## src/rtl/etapa_mem.sv

```systemverilog
// Memory-access pipeline stage: doubleword loads and stores over a request/grant/response
// handshake, with upstream stall, misalignment detection and transaction timeout.
module etapa_mem #(
  parameter int TIMEOUT_CYCLES = 255
) (
  input  logic        clk,
  input  logic        rst,
  // EX/MEM register contents
  input  logic        MemWrite_in,
  input  logic        MemtoReg_in,
  input  logic        RegWrite_in,
  input  logic [63:0] ALU_Result_in,
  input  logic [63:0] wr_data_in,
  input  logic [4:0]  dir_rd_in,
  output logic        stall_out,
  // data memory port
  output logic        mem_req,
  output logic        mem_we,
  output logic [63:0] mem_addr,
  output logic [63:0] mem_wdata,
  input  logic        mem_gnt,
  input  logic        mem_rvalid,
  input  logic [63:0] mem_rdata,
  // MEM/WB boundary
  output logic        RegWrite_out,
  output logic        MemtoReg_out,
  output logic [63:0] ALU_Result_out,
  output logic [63:0] read_data_out,
  output logic [4:0]  dir_rd_out,
  output logic        err_misaligned_out,
  output logic        err_timeout_out
);

  typedef enum logic [1:0] {
    IDLE = 2'd0,
    REQ  = 2'd1,
    RESP = 2'd2
  } state_t;

  localparam logic [7:0] CNT_LAST = 8'(TIMEOUT_CYCLES - 1);

  state_t      state_reg, state_next;
  logic [7:0]  cnt_reg, cnt_next;

  // Fields of the instruction held while its transaction is outstanding
  logic [4:0]  lat_rd;
  logic        lat_regwrite;
  logic        lat_memtoreg;

  logic        mem_op;
  logic        misaligned;
  logic        latch_en;
  logic        complete;

  logic        wb_regwrite;
  logic        wb_memtoreg;
  logic [63:0] wb_alu;
  logic [63:0] wb_rdata;
  logic [4:0]  wb_rd;
  logic        wb_err_mis;
  logic        wb_err_tmo;

  assign mem_op     = MemWrite_in | MemtoReg_in;
  assign misaligned = mem_op & (ALU_Result_in[2:0] != 3'b000);

  always_comb begin
    state_next  = state_reg;
    cnt_next    = cnt_reg;
    stall_out   = 1'b0;
    latch_en    = 1'b0;
    complete    = 1'b0;
    wb_regwrite = 1'b0;
    wb_memtoreg = 1'b0;
    wb_alu      = 64'd0;
    wb_rdata    = 64'd0;
    wb_rd       = 5'd0;
    wb_err_mis  = 1'b0;
    wb_err_tmo  = 1'b0;

    case (state_reg)
      IDLE: begin
        if (!mem_op) begin
          wb_regwrite = RegWrite_in;
          wb_memtoreg = MemtoReg_in;
          wb_alu      = ALU_Result_in;
          wb_rd       = dir_rd_in;
        end else if (misaligned) begin
          wb_alu      = ALU_Result_in;
          wb_rd       = dir_rd_in;
          wb_err_mis  = 1'b1;
        end else begin
          latch_en    = 1'b1;
          state_next  = REQ;
          cnt_next    = 8'd0;
          stall_out   = 1'b1;
        end
      end

      REQ, RESP: begin
        if (state_reg == REQ) begin
          if (mem_gnt) begin
            if (mem_we) complete = 1'b1;
            else        state_next = RESP;
          end
        end else begin
          complete = mem_rvalid;
        end

        if (complete) begin
          state_next  = IDLE;
          wb_regwrite = lat_regwrite;
          wb_memtoreg = lat_memtoreg;
          wb_alu      = mem_addr;
          wb_rd       = lat_rd;
          wb_rdata    = mem_we ? 64'd0 : mem_rdata;
        end else if (cnt_reg == CNT_LAST) begin
          // Abort: the instruction is dropped and EX/MEM is released
          state_next  = IDLE;
          wb_err_tmo  = 1'b1;
        end else begin
          cnt_next    = cnt_reg + 8'd1;
          stall_out   = 1'b1;
        end
      end

      default: begin
        state_next = IDLE;
      end
    endcase
  end

  always_ff @(posedge clk) begin
    if (rst) begin
      state_reg          <= IDLE;
      cnt_reg            <= 8'd0;
      lat_rd             <= 5'd0;
      lat_regwrite       <= 1'b0;
      lat_memtoreg       <= 1'b0;
      mem_req            <= 1'b0;
      mem_we             <= 1'b0;
      mem_addr           <= 64'd0;
      mem_wdata          <= 64'd0;
      RegWrite_out       <= 1'b0;
      MemtoReg_out       <= 1'b0;
      ALU_Result_out     <= 64'd0;
      read_data_out      <= 64'd0;
      dir_rd_out         <= 5'd0;
      err_misaligned_out <= 1'b0;
      err_timeout_out    <= 1'b0;
    end else begin
      state_reg <= state_next;
      cnt_reg   <= cnt_next;
      mem_req   <= (state_next == REQ);

      if (latch_en) begin
        // Store takes priority when both MemWrite and MemtoReg are set
        mem_we       <= MemWrite_in;
        mem_addr     <= ALU_Result_in;
        mem_wdata    <= wr_data_in;
        lat_rd       <= dir_rd_in;
        lat_regwrite <= RegWrite_in;
        lat_memtoreg <= MemtoReg_in;
      end

      RegWrite_out       <= wb_regwrite;
      MemtoReg_out       <= wb_memtoreg;
      ALU_Result_out     <= wb_alu;
      read_data_out      <= wb_rdata;
      dir_rd_out         <= wb_rd;
      err_misaligned_out <= wb_err_mis;
      err_timeout_out    <= wb_err_tmo;
    end
  end

endmodule

```

## config.mk

```make
export PLATFORM = sky130hd
export DESIGN_NAME = etapa_mem
export DESIGN_NICKNAME = d
export VERILOG_FILES = /design/src/rtl/etapa_mem.sv
export SDC_FILE = /design/constraint.sdc
export NUM_CORES = 1
export LEC_CHECK = 0
export CORE_AREA = 10 10 174 176
export CTS_CLUSTER_DIAMETER = 30
export DETAILED_ROUTE_END_ITERATION = 16
export DIE_AREA = 0 0 184 186
export PLACE_DENSITY = 0.72
export RECOVER_POWER = 50
export SLEW_MARGIN = 15
export SYNTH_ARGS = -nofsm -noshare
export SYNTH_HDL_FRONTEND = slang
export SYNTH_SLANG_ARGS = --single-unit
```

## constraint.sdc

```tcl
create_clock -name clk -period 4.4 [get_ports clk]
set_input_delay 0.88 -clock clk [delete_from_list [all_inputs] [get_ports clk]]
set_output_delay 0.88 -clock clk [all_outputs]
set_load 0.01 [all_outputs]
```

==> results of run 1 <==
## metal layers
| layer | GRT usage, % | wire length, um | vias to the layer above |
|---|---|---|---|
| met4 | 8.65 | 1090 | 0 |
| li1 | - | - | 4439 |
| met3 | 8.05 | 3710 | 67 |
| met5 | 0 | 0 | - |
| met1 | 21.2 | 13800 | 4305 |
| met2 | 36.8 | 19200 | 406 |
## stage by stage
step / setup slack (ps) / area, um2 / power (uW) / cells / hold slack (ps)
final: 659 / 16400 / 7690 / 1910 / 446
after global routing: 578 / 16400 / 7950 / 1910 / 466
after CTS: 763 / 16400 / 7800 / 1905 / 450
after detailed placement: 790 / 14400 / 3380 / 1796 / 444
after global placement: 791 / 14400 / 3370 / 1796 / 438
after floorplan: 1590 / 9460 / 2960 / 1051 / 432
## how the worst max path moves through the flow
stage                          start                      endpoint  slack (ps)  cells after the start
floorplan           ALU_Result_in[0]                     stall_out        1590                      5
global placement    ALU_Result_in[0]                     stall_out         790                      5
detailed placement  ALU_Result_in[0]                     stall_out         790                      5
CTS                 ALU_Result_in[0]                     stall_out         760                      5
global route                 mem_gnt  read_data_out[34]$_SDFF_PP0_         580                      6
finish              ALU_Result_in[0]                     stall_out         660                      5
## cell families (layout without fill, tap and decap cells)
family	count (synthesis)	count (layout)	share of synthesized area, %
buf+inv	81	594	3.69
other cells	0	5	0
flops	284	284	60.1
simple gates	455	455	21.0
mux	6	6	0.635
fa+ha+maj	5	5	0.661
compound gates	220	220	14.0
## placed cells by master, fill, tap and decap left out, types with 9 or more instances in the layout
cell type / synthesis / final
dfxtp_1: 284 / 284
a22oi_1: 69 / 69
clkbuf_8: 0 / 12
clkinv_2: 0 / 11
clkdlybuf4s50_1: 0 / 214
nand2_1: 278 / 277
and2_1: 65 / 65
buf_4: 0 / 9
clkbuf_16: 0 / 61
a21oi_1: 137 / 138
dlygate4sd3_1: 0 / 256
nor2_1: 74 / 73
## power groups by stage
stage / registers, uW / logic [uW] / clock network [uW]
final: 2690 / 606 / 4390
after global routing: 2700 / 655 / 4590
after CTS: 2700 / 642 / 4460
after detailed placement: 2750 / 637 / 0
after global placement: 2740 / 631 / 0
after floorplan: 2780 / 174 / 0
## worst register-to-register path, cell delays in order, from the launching register on
cell and delay (ps):
dfxtp_1 390, inv_1 110, ha_1 340, inv_1 100, a21oi_1 1530, nor3b_4 380, buf_4 470, and2_1 250
## final cells by class
cell class	count	share of cell area, %
diodes	5	0.0762
clock inverters	30	1.95
inverters	4	0.0915
clock buffers	79	10.4
multi-input cells	686	20.9
flip-flops and latches	284	34.6
well taps	341	2.60
repair buffers	481	29.3
==> impl_metrics.env, run 1 <==
export IMPL_status="complete, but fails checks"
export IMPL_violations="max-capacitance violations, max-slew violations"
export IMPL_reg2reg_depth=7
export IMPL_cts_resized=0
export IMPL_swShare_pct=22.1
export IMPL_hold_viol_final=0
export IMPL_die_w_um=184
export IMPL_gr_total_overflow=0
export IMPL_switching_power_uw=1700
export IMPL_grt_pass1_vias=9182
export IMPL_routabilityCongestion=0.805
export IMPL_multi_input_area_um2=3430
export IMPL_synth_cell_type_count=38
export IMPL_path_buf_inv=2
export IMPL_routed_via_count=9217
export IMPL_insertion_delay_ps=540
export IMPL_vias_per_cell=4.83
export IMPL_async_flop_share_pct=0
export IMPL_grt_max_degree=96
export IMPL_cts_buffers=59
export IMPL_cp_top_family="buffers and inverters"
export IMPL_ys_top_cells_by_count="284 x dfxtp_1, 278 x nand2_1, 137 x a21oi_1"
export IMPL_initial_core_util_pct=35.4
export IMPL_power_density_nw_per_um2=469
export IMPL_synth_top_area_cell="dfxtp_1"
export IMPL_slew_headroom_pct=-35.7
export IMPL_synth_area_top_cells="dfxtp_1 60%, nand2_1 11%, a21oi_1 7.2%, a22oi_1 5.5%, and2_1 4.3%"
export IMPL_r2r_start="state_reg[1]$_SDFF_PP0_"
export IMPL_grt_setup_unrepaired="false"
export IMPL_post_route_drc_count=0
export IMPL_skew_ps=11.9
export IMPL_vdd_drop_max_uv=376
export IMPL_coreArea_um2=26700
export IMPL_ctsHoldBuffers=0
export IMPL_clock_path_buffers=3
export IMPL_synth_edf_count=0
export IMPL_synth_ff_type="dfxtp_1"
export IMPL_ant_nets=0
export IMPL_yosysWarningCount=0
export IMPL_r2r_setup_slack_ps=780
export IMPL_fmax_mhz=267
export IMPL_avgSynthCellArea_um2=9.00
export IMPL_antenna_found_initial=5
export IMPL_syn_nets=1260
export IMPL_drive_above_1_share_pct=7.67
export IMPL_syn_instance_count=1051
export IMPL_worstPathCellList="dlygate4sd3_1, nor3_2, nand2_4, a21oi_1, clkdlybuf4s50_1"
export IMPL_io_pins=472
export IMPL_p_clk_share_pct=57.1
export IMPL_tns_ps=0
export IMPL_r2r_end="read_data_out[34]$_SDFF_PP0_"
export IMPL_cts_tree="built"
export IMPL_hp_start="mem_wdata[6]$_SDFFE_PP0P_"
export IMPL_dieHeight_um=186
export IMPL_port_buffers=471
export IMPL_fin_nets=1725
export IMPL_finalMaxSlewViolations=21
export IMPL_start_kind="input port"
export IMPL_post_route_util_pct=61.4
export IMPL_finalCriticalPeriod_ps=3740
export IMPL_arrival_ps=2860
export IMPL_rows=60
export IMPL_p_int_uw=5990
export IMPL_wl_per_cell_um=19.8
export IMPL_ys_ff_latch=284
export IMPL_worst_ep_required_time_ps=3520
export IMPL_holdPathEnd="mem_wdata[6]$_SDFFE_PP0P_"
export IMPL_synthesis_area_um2=9460
export IMPL_p_leak_uw=0.00696
export IMPL_drv_cap=1
export IMPL_first_pass_iters=4
export IMPL_fillers=2216
export IMPL_period_share_pct=85.0
export IMPL_clock_sinks=284
export IMPL_die_area_um2=34200
export IMPL_p_comb_share_pct=7.9
export IMPL_min_path_cells=2
export IMPL_htree_levels=2
export IMPL_critPathMaxStageDelay_ps=610
export IMPL_setup_viol=0
export IMPL_end_kind="primary output"
export IMPL_netlist_area_leader_share_pct=60.1
export IMPL_tightest_slew_ps=2030
export IMPL_dpl_hpwl_um=27000
export IMPL_cts_setup_buffers=0
export IMPL_synth_seq_area_share_pct=60.1
export IMPL_cp_slowest_cell="clkdlybuf4s50_1"
export IMPL_drt_wl_total_um=37800
export IMPL_yosysMostFrequentCell="dfxtp_1"
export IMPL_dr_first_iter_drc_count=556
export IMPL_clk_pin_slew_worst_paths_ps=50
export IMPL_pwr_share_seq_pct=35.0
export IMPL_grt_pass1_wl_um=55000
export IMPL_crit_type="input port to primary output"
export IMPL_critPathMaxFanout=4
export IMPL_root_buffer="clkbuf_16"
export IMPL_area_growth_syn_to_layout_pct=73.5
export IMPL_grt_usage_pct=20.7
export IMPL_regArea_um2=5690
export IMPL_hold_path_class="register to register"
Note: power is estimated with default switching activity, not from simulation.
==> run 2: changes to the inputs <==
--- a/config.mk
+++ b/config.mk
@@ -5,11 +5,12 @@
 export SDC_FILE = /design/constraint.sdc
 export NUM_CORES = 1
 export LEC_CHECK = 0
-export CORE_AREA = 10 10 174 176
+export CORE_ASPECT_RATIO = 0.8
+export CORE_MARGIN = 10
+export CORE_UTILIZATION = 36
 export CTS_CLUSTER_DIAMETER = 30
 export DETAILED_ROUTE_END_ITERATION = 16
-export DIE_AREA = 0 0 184 186
-export PLACE_DENSITY = 0.72
+export PLACE_DENSITY = 0.76
 export RECOVER_POWER = 50
 export SLEW_MARGIN = 15
 export SYNTH_ARGS = -nofsm -noshare
==> constraint.sdc (replaced) <==
create_clock -name clk -period 3.38 [get_ports clk]
set_input_delay 0.676 -clock clk [delete_from_list [all_inputs] [get_ports clk]]
set_output_delay 0.676 -clock clk [all_outputs]
set_load 0.01 [all_outputs]
==> impl_metrics.env, run 2 (synthesized netlist as in run 1, its figures left out) <==
export IMPL_coreArea_um2=25600
export IMPL_power_density_nw_per_um2=579
export IMPL_antenna_found_initial=0
export IMPL_end_kind="register"
export IMPL_violations="max-capacitance violations"
export IMPL_hold_viol_final=0
export IMPL_grt_setup_unrepaired="false"
export IMPL_cp_slowest_cell="clkbuf_2"
export IMPL_cts_setup_buffers=0
export IMPL_start_kind="register"
export IMPL_skew_ps=12.2
export IMPL_dr_first_iter_drc_count=481
export IMPL_cts_tree="built"
export IMPL_pre_cts_slack_ps=374
export IMPL_tightest_slew_ps=1500
export IMPL_clock_sinks=284
export IMPL_dieHeight_um=165
export IMPL_routabilityCongestion=0.864
export IMPL_hold_path_class="register to register"
export IMPL_antenna_cells=0
export IMPL_grt_pass1_wl_um=55800
export IMPL_final_setup_worst_slack_ps=265
export IMPL_setup_viol=0
export IMPL_insertion_delay_ps=540
export IMPL_fin_nets=1723
export IMPL_htree_levels=2
export IMPL_wl_per_cell_um=19.9
export IMPL_die_area_um2=33200
export IMPL_ant_nets=0
export IMPL_critPathMaxFanout=64
export IMPL_grt_max_degree=72
export IMPL_crit_type="register to register"
export IMPL_worstPathCellList="inv_1, ha_1, clkbuf_1, o21ai_0, nor2_4, clkbuf_2, nand2_1, a21oi_1"
export IMPL_clock_path_buffers=3
export IMPL_mostFrequentLayoutCells="359 x clkdlybuf4s50_1, 284 x dfxtp_1, 277 x nand2_1"
export IMPL_clk_pin_slew_worst_paths_ps=50
export IMPL_final_common_cell="clkdlybuf4s50_1"
export IMPL_cts_buffers=50
export IMPL_grt_usage_pct=21.4
export IMPL_grt_pass1_vias=8986
export IMPL_dpl_hpwl_um=27300
export IMPL_arrival_ps=3580
export IMPL_finalCriticalPeriod_ps=3120
export IMPL_ctsHoldBuffers=0
export IMPL_period_share_pct=92.2
export IMPL_drv_cap=1
export IMPL_vdd_drop_max_uv=409
export IMPL_critPathMaxStageDelay_ps=1080
export IMPL_worst_ep_required_time_ps=3840
export IMPL_rows=52
export IMPL_vias_per_cell=4.78
export IMPL_first_pass_iters=5
export IMPL_root_buffer="clkbuf_16"
export IMPL_fmax_mhz=321
export IMPL_slew_headroom_pct=0.0437
export IMPL_io_pins=472
export IMPL_drt_wl_total_um=37900
export IMPL_port_buffers=471
export IMPL_status="complete, but fails checks"
export IMPL_post_route_drc_count=0
export IMPL_area_growth_syn_to_layout_pct=70.4
export IMPL_routed_via_count=9108
export IMPL_die_w_um=201
export IMPL_cts_resized=0
export IMPL_initial_core_util_pct=37.0
export IMPL_gr_total_overflow=0
export IMPL_drive_above_1_share_pct=7.01
export IMPL_tns_ps=0
export IMPL_p_leak_uw=0.00635
export IMPL_finalMaxSlewViolations=0
-- run 2: through the flow --
stage	area [um2]	power (uW)	hold slack, ps	std cells	utilization [%]
3_5_place_dp	14500	4410	445	1813	56.6
4_1_cts	16200	9460	451	1907	63.4
2_1_floorplan	9460	3850	432	1051	-
6_report	16100	9340	448	1907	63.1
5_1_grt	16100	9670	464	1907	63.1
3_3_place_gp	14500	4400	437	1813	56.6
-- run 2: power breakdown --
part	internal, uW	switching [uW]
Clock	3290	1730
Sequential	3460	45.9
Combinational	449	363
Total	7200	2140
-- run 2: final cells by class --
cell class                 instances  area, um2
fill                            2079       9440
sequential                       284       5690
timing repair buffer             488       4840
multi-input combinational        686       3420
clock buffer                      67       1430
tap                              351        439
clock inverter                    27        305
inverter                           4       15.0
-- run 2: path summary, 6_finish.rpt --
path | start | to | slack (ps) | depth (start not counted)
max | state_reg[1]$_SDFF_PP0_ | mem_addr[23]$_SDFFE_PP0P_ | 260 | 8
min | mem_wdata[2]$_SDFFE_PP0P_ | mem_wdata[2]$_SDFFE_PP0P_ | 450 | 2
max reg2reg | state_reg[1]$_SDFF_PP0_ | mem_addr[23]$_SDFFE_PP0P_ | 260 | 8
min reg2reg | mem_wdata[2]$_SDFFE_PP0P_ | mem_wdata[2]$_SDFFE_PP0P_ | 450 | 2
-- run 2: worst max-delay path: cells and delay by family (launching register included) --
kind | cells | cell delay (ps)
AOI/OAI and AO/OA | 2 | 470
adders and majority gates | 1 | 210
buffers and inverters | 3 | 1590
DFF | 1 | 360
and+or+nand+nor | 2 | 370
-- run 2: per-layer routing --
metal,vias up,wire [um],track usage (%)
met5,-,0,0
li1,4418,-,-
met2,400,19700,38.6
met3,44,3800,9.03
met1,4246,13900,22.9
met4,0,525,5.39
==> run 3: changes to the inputs <==
--- a/config.mk
+++ b/config.mk
@@ -5,6 +5,7 @@
 export SDC_FILE = /design/constraint.sdc
 export NUM_CORES = 1
 export LEC_CHECK = 0
+export CAP_MARGIN = 20
 export CORE_ASPECT_RATIO = 0.8
 export CORE_MARGIN = 10
 export CORE_UTILIZATION = 36
==> results of run 3 <==
No change in the layout: final DEF, timing and power equal those of run 2.
